<file path="config.mk">
export PLATFORM = sky130hd
export DESIGN_NAME = instr_fetch_unit
export DESIGN_NICKNAME = d
export VERILOG_FILES = /design/src/rtl/otter_fetch_pkg.sv /design/src/rtl/fetch_timeout_counter.sv /design/src/rtl/instr_fetch_unit.sv
export SDC_FILE = /design/constraint.sdc
export NUM_CORES = 1
export LEC_CHECK = 0
export ABC_AREA = 1
export CAP_MARGIN = 20
export CORE_UTILIZATION = 42
export DETAILED_ROUTE_END_ITERATION = 7
export PLACE_DENSITY = 0.81
export REMOVE_ABC_BUFFERS = 1
export SYNTH_ARGS = -nofsm -noshare
export SYNTH_HDL_FRONTEND = slang
export SYNTH_HIERARCHICAL = 1
export SYNTH_SLANG_ARGS = --single-unit
</file>
<file path="constraint.sdc">
create_clock -name CLK -period 2.8 [get_ports CLK]
set_input_delay 0.7 -clock CLK [delete_from_list [all_inputs] [get_ports CLK]]
set_output_delay 0.7 -clock CLK [all_outputs]
set_load 0.02 [all_outputs]
</file>
<file path="src/rtl/otter_fetch_pkg.sv">
// Shared definitions for the instruction fetch unit: FSM state encoding,
// default reset instruction and the WAIT/DRAIN timeout counter width.
package otter_fetch_pkg;

    localparam logic [31:0] RESET_NOP_DEFAULT = 32'h00000013;
    localparam int unsigned TIMEOUT_W         = 8;

    typedef enum logic [2:0] {
        ST_IDLE,
        ST_REQ,
        ST_WAIT,
        ST_DRAIN,
        ST_HOLD,
        ST_ERR
    } fetch_state_t;

    function automatic logic is_misaligned(input logic [31:0] addr);
        return addr[1:0] != 2'b00;
    endfunction

endpackage

</file>
<file path="src/rtl/fetch_timeout_counter.sv">
// Counts cycles spent waiting on a memory response; flags expiry on the
// MEM_TIMEOUT-th consecutive enabled cycle.
module fetch_timeout_counter
    import otter_fetch_pkg::*;
#(
    parameter int unsigned MEM_TIMEOUT = 255
) (
    input  logic clk,
    input  logic rst_n,
    input  logic clear,
    input  logic enable,
    output logic expired
);

    localparam logic [TIMEOUT_W-1:0] LIMIT = TIMEOUT_W'(MEM_TIMEOUT - 1);

    logic [TIMEOUT_W-1:0] count;

    always_ff @(posedge clk or negedge rst_n) begin
        if (!rst_n) begin
            count <= '0;
        end else if (clear) begin
            count <= '0;
        end else if (enable) begin
            count <= count + TIMEOUT_W'(1);
        end
    end

    // count is 0 in the first waiting cycle, so LIMIT is reached on cycle MEM_TIMEOUT
    assign expired = enable && (count == LIMIT);

endmodule

</file>
<file path="src/rtl/instr_fetch_unit.sv">
// Single-outstanding instruction fetch FSM: requests IF_PC, holds the fetched
// word for decode, handles flush/redirect, misalignment and bus timeouts.
module instr_fetch_unit
    import otter_fetch_pkg::*;
#(
    parameter logic [31:0] RESET_NOP   = RESET_NOP_DEFAULT,
    parameter int unsigned MEM_TIMEOUT = 255
) (
    input  logic        CLK,
    input  logic        RST_N,
    input  logic [31:0] IF_PC,
    input  logic        IF_FLUSH,
    input  logic        IF_MEM_GNT,
    input  logic        IF_MEM_RVALID,
    input  logic [31:0] IF_MEM_RDATA,
    input  logic        IF_INSTR_READY,
    output logic        IF_MEM_REQ,
    output logic [31:0] IF_MEM_ADDR,
    output logic [31:0] IF_INSTR,
    output logic [31:0] IF_INSTR_PC,
    output logic        IF_INSTR_VALID,
    output logic        IF_PC_WRITE,
    output logic [31:0] IF_NEXT_PC,
    output logic        IF_MISALIGN_ERR,
    output logic        IF_BUS_ERR
);

    fetch_state_t state, state_next;
    logic         misaligned;
    logic         capture;
    logic         set_misalign;
    logic         set_bus;
    logic         clear_err;
    logic         timer_clear;
    logic         timer_enable;
    logic         timer_expired;

    assign misaligned = is_misaligned(IF_PC);

    always_ff @(posedge CLK or negedge RST_N) begin
        if (!RST_N) begin
            state <= ST_IDLE;
        end else begin
            state <= state_next;
        end
    end

    always_comb begin
        state_next     = state;
        IF_MEM_REQ     = 1'b0;
        IF_INSTR_VALID = 1'b0;
        IF_PC_WRITE    = 1'b0;
        capture        = 1'b0;
        set_misalign   = 1'b0;
        set_bus        = 1'b0;
        clear_err      = 1'b0;
        case (state)
            ST_IDLE: state_next = ST_REQ;
            ST_REQ: begin
                // A misaligned PC never reaches the bus, so its GNT is meaningless
                IF_MEM_REQ = !misaligned;
                if (IF_FLUSH) begin
                    state_next = (IF_MEM_GNT && !misaligned) ? ST_DRAIN : ST_REQ;
                end else if (misaligned) begin
                    state_next   = ST_ERR;
                    set_misalign = 1'b1;
                end else if (IF_MEM_GNT) begin
                    state_next = ST_WAIT;
                end
            end
            ST_WAIT: begin
                if (IF_MEM_RVALID) begin
                    if (IF_FLUSH) begin
                        state_next = ST_REQ;
                    end else begin
                        capture    = 1'b1;
                        state_next = ST_HOLD;
                    end
                end else if (IF_FLUSH) begin
                    state_next = ST_DRAIN;
                end else if (timer_expired) begin
                    state_next = ST_ERR;
                    set_bus    = 1'b1;
                end
            end
            ST_DRAIN: begin
                if (IF_MEM_RVALID) begin
                    state_next = ST_REQ;
                end else if (timer_expired) begin
                    state_next = ST_ERR;
                    set_bus    = 1'b1;
                end
            end
            ST_HOLD: begin
                IF_INSTR_VALID = 1'b1;
                if (IF_FLUSH) begin
                    state_next = ST_REQ;
                end else if (IF_INSTR_READY) begin
                    IF_PC_WRITE = 1'b1;
                    state_next  = ST_REQ;
                end
            end
            ST_ERR: begin
                if (IF_FLUSH) begin
                    clear_err  = 1'b1;
                    state_next = ST_REQ;
                end
            end
            default: state_next = ST_IDLE;
        endcase
    end

    // Any state change restarts the budget, so DRAIN gets a fresh timeout window
    assign timer_clear  = (state_next != state);
    assign timer_enable = (state == ST_WAIT) || (state == ST_DRAIN);

    fetch_timeout_counter #(
        .MEM_TIMEOUT(MEM_TIMEOUT)
    ) u_timeout (
        .clk    (CLK),
        .rst_n  (RST_N),
        .clear  (timer_clear),
        .enable (timer_enable),
        .expired(timer_expired)
    );

    always_ff @(posedge CLK or negedge RST_N) begin
        if (!RST_N) begin
            IF_INSTR    <= RESET_NOP;
            IF_INSTR_PC <= '0;
        end else if (IF_FLUSH) begin
            IF_INSTR <= RESET_NOP;
        end else if (capture) begin
            IF_INSTR    <= IF_MEM_RDATA;
            IF_INSTR_PC <= IF_PC;
        end
    end

    always_ff @(posedge CLK or negedge RST_N) begin
        if (!RST_N) begin
            IF_MISALIGN_ERR <= 1'b0;
            IF_BUS_ERR      <= 1'b0;
        end else if (clear_err) begin
            IF_MISALIGN_ERR <= 1'b0;
            IF_BUS_ERR      <= 1'b0;
        end else begin
            if (set_misalign) IF_MISALIGN_ERR <= 1'b1;
            if (set_bus)      IF_BUS_ERR      <= 1'b1;
        end
    end

    assign IF_MEM_ADDR = IF_PC;
    assign IF_NEXT_PC  = IF_INSTR_PC + 32'd4;

endmodule
</file>
---- After elaboration in Yosys (flattened, before gate mapping) ----
Index checks and enable logic that the tools add are counted.
storage, ports and cells
  word-level logic and storage cells ...... 66
  RAM bits ................................ 0
  input bits .............................. 70
  bits in registers ....................... 77
  latch bits .............................. 0
  memories kept ........................... 0
  ROM bits ................................ 0
cells by class
  $mul .................................... 0
  $add $sub $neg .......................... 2
  bitwise gates (word level) .............. 1
  shift-type cells ........................ 0
  eq/ne operators ......................... 7
  divide/modulo/power cells ............... 0
  reduce and logical (&&, ||, !) cells .... 11
  $lt $le $gt $ge ......................... 0
  multiplexer cells ....................... 39
operators by type and width
  cell                                           number
  2-to-1 mux 32 bit                              2
  2-to-1 mux 3 bit                               11
  adder 32 x 3 -> 32 bit, second input constant  1
  2-to-1 mux 1 bit                               21
  case mux 3 bit (6 select lines)                1
  2-to-1 mux 8 bit                               2
  nonzero test 2 bit                             5
  adder 8 x 1 -> 8 bit, second input constant    1
  == test 8 bit, second input constant           1
  == test 3 x 2 -> 1 bit, second input constant  2
  == test 3 bit, second input constant           2
  == test 3 x 1 -> 1 bit, second input constant  1
  zero test 3 bit                                1
  inequality test 3 bit                          1
  logical AND 1 bit                              2
  2-to-1 mux 2 bit                               1
  case mux 1 bit (2 select lines)                1
  AND reduction 2 bit                            1
  zero test 1 bit                                1
  logical OR 1 bit                               1
  inverter 1 bit                                 1

---- Depth between registers and ports, before layout ----
  word-level depth ........................ 9
  depth in mapped cells ................... 18
  mapped depth without buffers ............ 18

---- Modules after synthesis ----
The synthesis kept the hierarchy.
modules (own cells, without submodules)
  module                 cells an instance  instances  area an instance (µm²)
  instr_fetch_unit       511                1          3,966.3
  fetch_timeout_counter  64                 1          474.2

---- Worst setup path after synthesis ----
OpenSTA, ideal clock, no wires.
  kind .................................... register -> output
  start point ............................. reg IF_INSTR_PC[3]
  end point ............................... out IF_NEXT_PC[30]
  setup slack ............................. 0.418 ns
  required time ........................... 2.100 ns
  arrival ................................. 1.682 ns
  cell stages (with the launch flop) ...... 8
  cell sequence ........................... dfrtp_1 > ha_1 > inv_1 > nor3_4 > inv_2 > nor2_1 > nand3_1 > xnor2_1
on the way
  cells in the longest elaborated chain, start to end .. 1
RTL lines
  item                    line                     RTL
  from (decl)             instr_fetch_unit.sv:20   output logic [31:0] IF_INSTR_PC,
  from (signal assigned)  instr_fetch_unit.sv:130  IF_INSTR_PC <= '0;
  from (signal assigned)  instr_fetch_unit.sv:135  IF_INSTR_PC <= IF_PC;
  adder 32 x 3 -> 32 bit  instr_fetch_unit.sv:153  assign IF_NEXT_PC = IF_INSTR_PC + 32'd4;
  to (decl)               instr_fetch_unit.sv:23   output logic [31:0] IF_NEXT_PC,
No other way between the ends.

---- Worst setup path in the final report ----
  start point ............................. in IF_PC[0]
  end point ............................... out IF_MEM_REQ
on the way
  cells in the longest elaborated chain, start to end .. 3
RTL lines
  item                line                    RTL
  from (decl)         instr_fetch_unit.sv:11  input logic [31:0] IF_PC,
  nonzero test 2 bit  otter_fetch_pkg.sv:18   return addr[1:0] != 2'b00;
  zero test 1 bit     instr_fetch_unit.sv:61  IF_MEM_REQ = !misaligned;
  2-to-1 mux 1 bit    instr_fetch_unit.sv:57  case (state)
  to (decl)           instr_fetch_unit.sv:17  output logic IF_MEM_REQ,
No other way between the ends.

==> metrics.txt <==
Initial Util 43.2%; VDD IR-drop max 0.000341 V; Reg-to-Reg End u_timeout/count[6]; core area 10300 um2; Clock Pin Slew Worst Setup and Hold Paths 0.07 ns; Die Height 105 um; Finished Cell Area 6630 um2; Critical Path Source Type primary input; synth unique cells 33; Relative slew margins 39.6%; largest net degree at the start of global routing 75; DRC viols 0; Final Critical Period 2.74 ns; Fmax achieved 366 MHz; Inserted Clock Buffers 9; IO Pins 203; Clk Tree Root Cell clkbuf_8; filler cell count 924; hpwl dp 10300 um; Reg2Reg Launch Point state[1]; nets 833; Area Overhead vs Synth 49.2%; Worst Path Max Fanout 2; antenna violation net count after detailed routing 0; area of the mapped netlist 4440 um2; FF+latch count, synth 77; CTS tree yes; outcome finished clean; H-tree depth 3; endpoints failing hold 0; Max Cap Viol 0; Final Max Slew Viols 0; final RePlAce weighted congestion 0.928; Pleak 3.21 nW; cells after synthesis 575; Hold Path Class in2async; vias per std cell 4.93; sequential fraction of the synthesis area 43.5%; Worst-Skew Late Latency 0.35 ns; initial antenna violation count 0; row count 37; clock sink count 77; dpl cell area 6430 um2; WS Path Type in2out; GRT Overall Usage 24.5%; setup slack, reg-to-reg 0.29 ns; DR pass1 iterations 5; Data arrival, critical path 2.04 ns; layout cells sized above 1 12.2%; vias in the first global route 4249; GR Overflow Total 0; reg2reg path depth 15; Tightest Pin Transition 0.904 ns; yosys warns 6; via count 4443; Die ar. 11000 um2; Clock Skew 0.0105 ns; Port-buffer cells 202; post-route clock period utilization 97.7%; Antenna Cells 0; initial drt markers 278; Max clock buf depth 2; hold_buf cts 0; Pwr per Cell Area 555 nW/um2; Final WS setup 0.0643 ns; worst endpoint required time 2.10 ns; DR WL/cell 14.8 um; Critical Path End Type output pin; Mean Syn Cell Area 7.72 um2; die width 105 um; Place WS 0.0316 ns; final core occ 64.5%; Post-Layout Cell Count 901; drt total wl 13300 um; launch point of the worst path IF_PC[0]; TNS Setup 0 ns; CP endpoint IF_MEM_REQ; Placed Instances 882; final setup violating endpoints 0; first-pass GRT wire length 21200 um
[metrics by stage]
| step | hold WS, ns | power, W |
|---|---|---|
| floorplan | 0.404 | 0.00207 |
| global placement | 0.472 | 0.00287 |
| detailed placement | 0.480 | 0.00290 |
| CTS | 0.385 | 0.00370 |
| global route | 0.415 | 0.00388 |
| finish | 0.383 | 0.00367 |
[routing by layer]
layer  part of all wire, %  GRT usage (%)  routed length (um)  vias up
met2                    49           41.9                6520      197
met4                   1.1           5.73                 151        0
li1                      -              -                   -     2148
met1                    43           31.3                5720     2085
met3                   6.9           5.93                 915       13
met5                     0              0                   0        -
[synthesized netlist by cell type]
| cell | count | area [um2] |
|---|---|---|
| xor2_1 | 19 | 166 |
| nor3_2 | 4 | 40.0 |
| buf_6 | 7 | 78.8 |
| o21ai_0 | 12 | 60.1 |
| nand2_1 | 209 | 785 |
| nand3b_1 | 4 | 30.0 |
| o21ai_1 | 6 | 30.0 |
| a21oi_2 | 1 | 8.76 |
| dfstp_2 | 3 | 78.8 |
| nand4_1 | 6 | 37.5 |
| nand3_2 | 3 | 30.0 |
| buf_2 | 8 | 40.0 |
| nor2_2 | 4 | 25.0 |
| nor2_4 | 5 | 56.3 |
| nor2_1 | 37 | 139 |
| buf_1 | 3 | 11.3 |
| nand3_1 | 57 | 285 |
| nor3_1 | 13 | 65.1 |
| nand2_4 | 1 | 11.3 |
| inv_2 | 6 | 22.5 |
| nor3_4 | 1 | 16.3 |
| o22a_1 | 1 | 8.76 |
| clkbuf_2 | 1 | 5.00 |
| a22oi_1 | 1 | 7.51 |
| inv_1 | 37 | 139 |
| nor4_4 | 1 | 21.3 |
| a21oi_1 | 5 | 25.0 |
| ha_1 | 3 | 37.5 |
| nor3b_1 | 1 | 7.51 |
| buf_4 | 34 | 255 |
| nand2_2 | 2 | 12.5 |
| dfrtp_1 | 74 | 1850 |
| xnor2_1 | 6 | 52.6 |
[repair_timing]
action	in CTS	in global routing
pin swaps	0	1
gates resized for setup	32	30
setup buffers	0	3
setup endpoints to repair	23	18
[registers in the layout (all words and copies together) (netlist names)]
register	cells
IF_INSTR_PC	32
IF_MISALIGN_ERR	1
IF_INSTR	32
IF_BUS_ERR	1
u_timeout/count	8
state	3
[cells in the final DEF (no fill, tap or decap), drive strengths merged]
cell type	netlist	layout
a21oi	6	6
a22oi	1	1
buf	52	26
bufinv	0	1
clkbuf	1	23
clkdlybuf4s15	0	1
clkdlybuf4s50	0	175
clkinv	0	2
clkinvlp	0	1
dfrtp	74	74
dfstp	3	3
dlygate4sd2	0	11
dlymetal6s2s	0	3
ha	3	3
inv	43	43
nand2	212	212
nand3	60	60
nand3b	4	4
nand4	6	6
nor2	46	46
nor3	18	18
nor3b	1	1
nor4	1	1
o21ai	18	18
o22a	1	1
xnor2	6	6
xor2	19	19
[critical path, stage by stage]
cell and delay [ns]:
clkdlybuf4s50_1 0.41, inv_1 0.08, nand2_1 0.08, nor3_1 0.13, clkdlybuf4s50_1 0.63
[layout make-up]
class                      count  area (um2)  share of cell area (%)
clock buffer                  12         145                    2.19
tap                          136         170                    2.57
inverter                      43         161                    2.44
clock inverter                 4        47.5                   0.718
sequential                    77        1940                    29.2
timing repair buffer         227        2170                    32.8
multi-input combinational    402        1990                    30.1
[power breakdown]
group	total (W)	switching, W	internal (W)
clock network	0.000824	0.000390	0.000434
registers	0.00136	0.000133	0.00123
logic	0.00149	0.000851	0.000635
[how the worst min path moves through the flow]
| stage | from | endpoint |
|---|---|---|
| finish | RST_N | IF_INSTR[3] |
| global route | RST_N | IF_INSTR[3] |
| CTS | RST_N | IF_INSTR[3] |
| detailed placement | IF_INSTR[1] | IF_INSTR[1] |
| global placement | IF_INSTR[1] | IF_INSTR[1] |
| floorplan | RST_N | IF_BUS_ERR |
[logic make-up (layout without fill, tap and decap cells)]
family / after synthesis / after routing / share of synthesized area [%]
adders and majority gates: 3 / 3 / 0.845
DFF: 77 / 77 / 43.5
buffers and inverters: 96 / 286 / 12.4
xor gates and xnor gates: 25 / 25 / 4.93
and+or+nand+nor: 348 / 348 / 35.2
AOI/OAI and AO/OA: 26 / 26 / 3.16
Note: power is estimated with default switching activity, not from simulation.
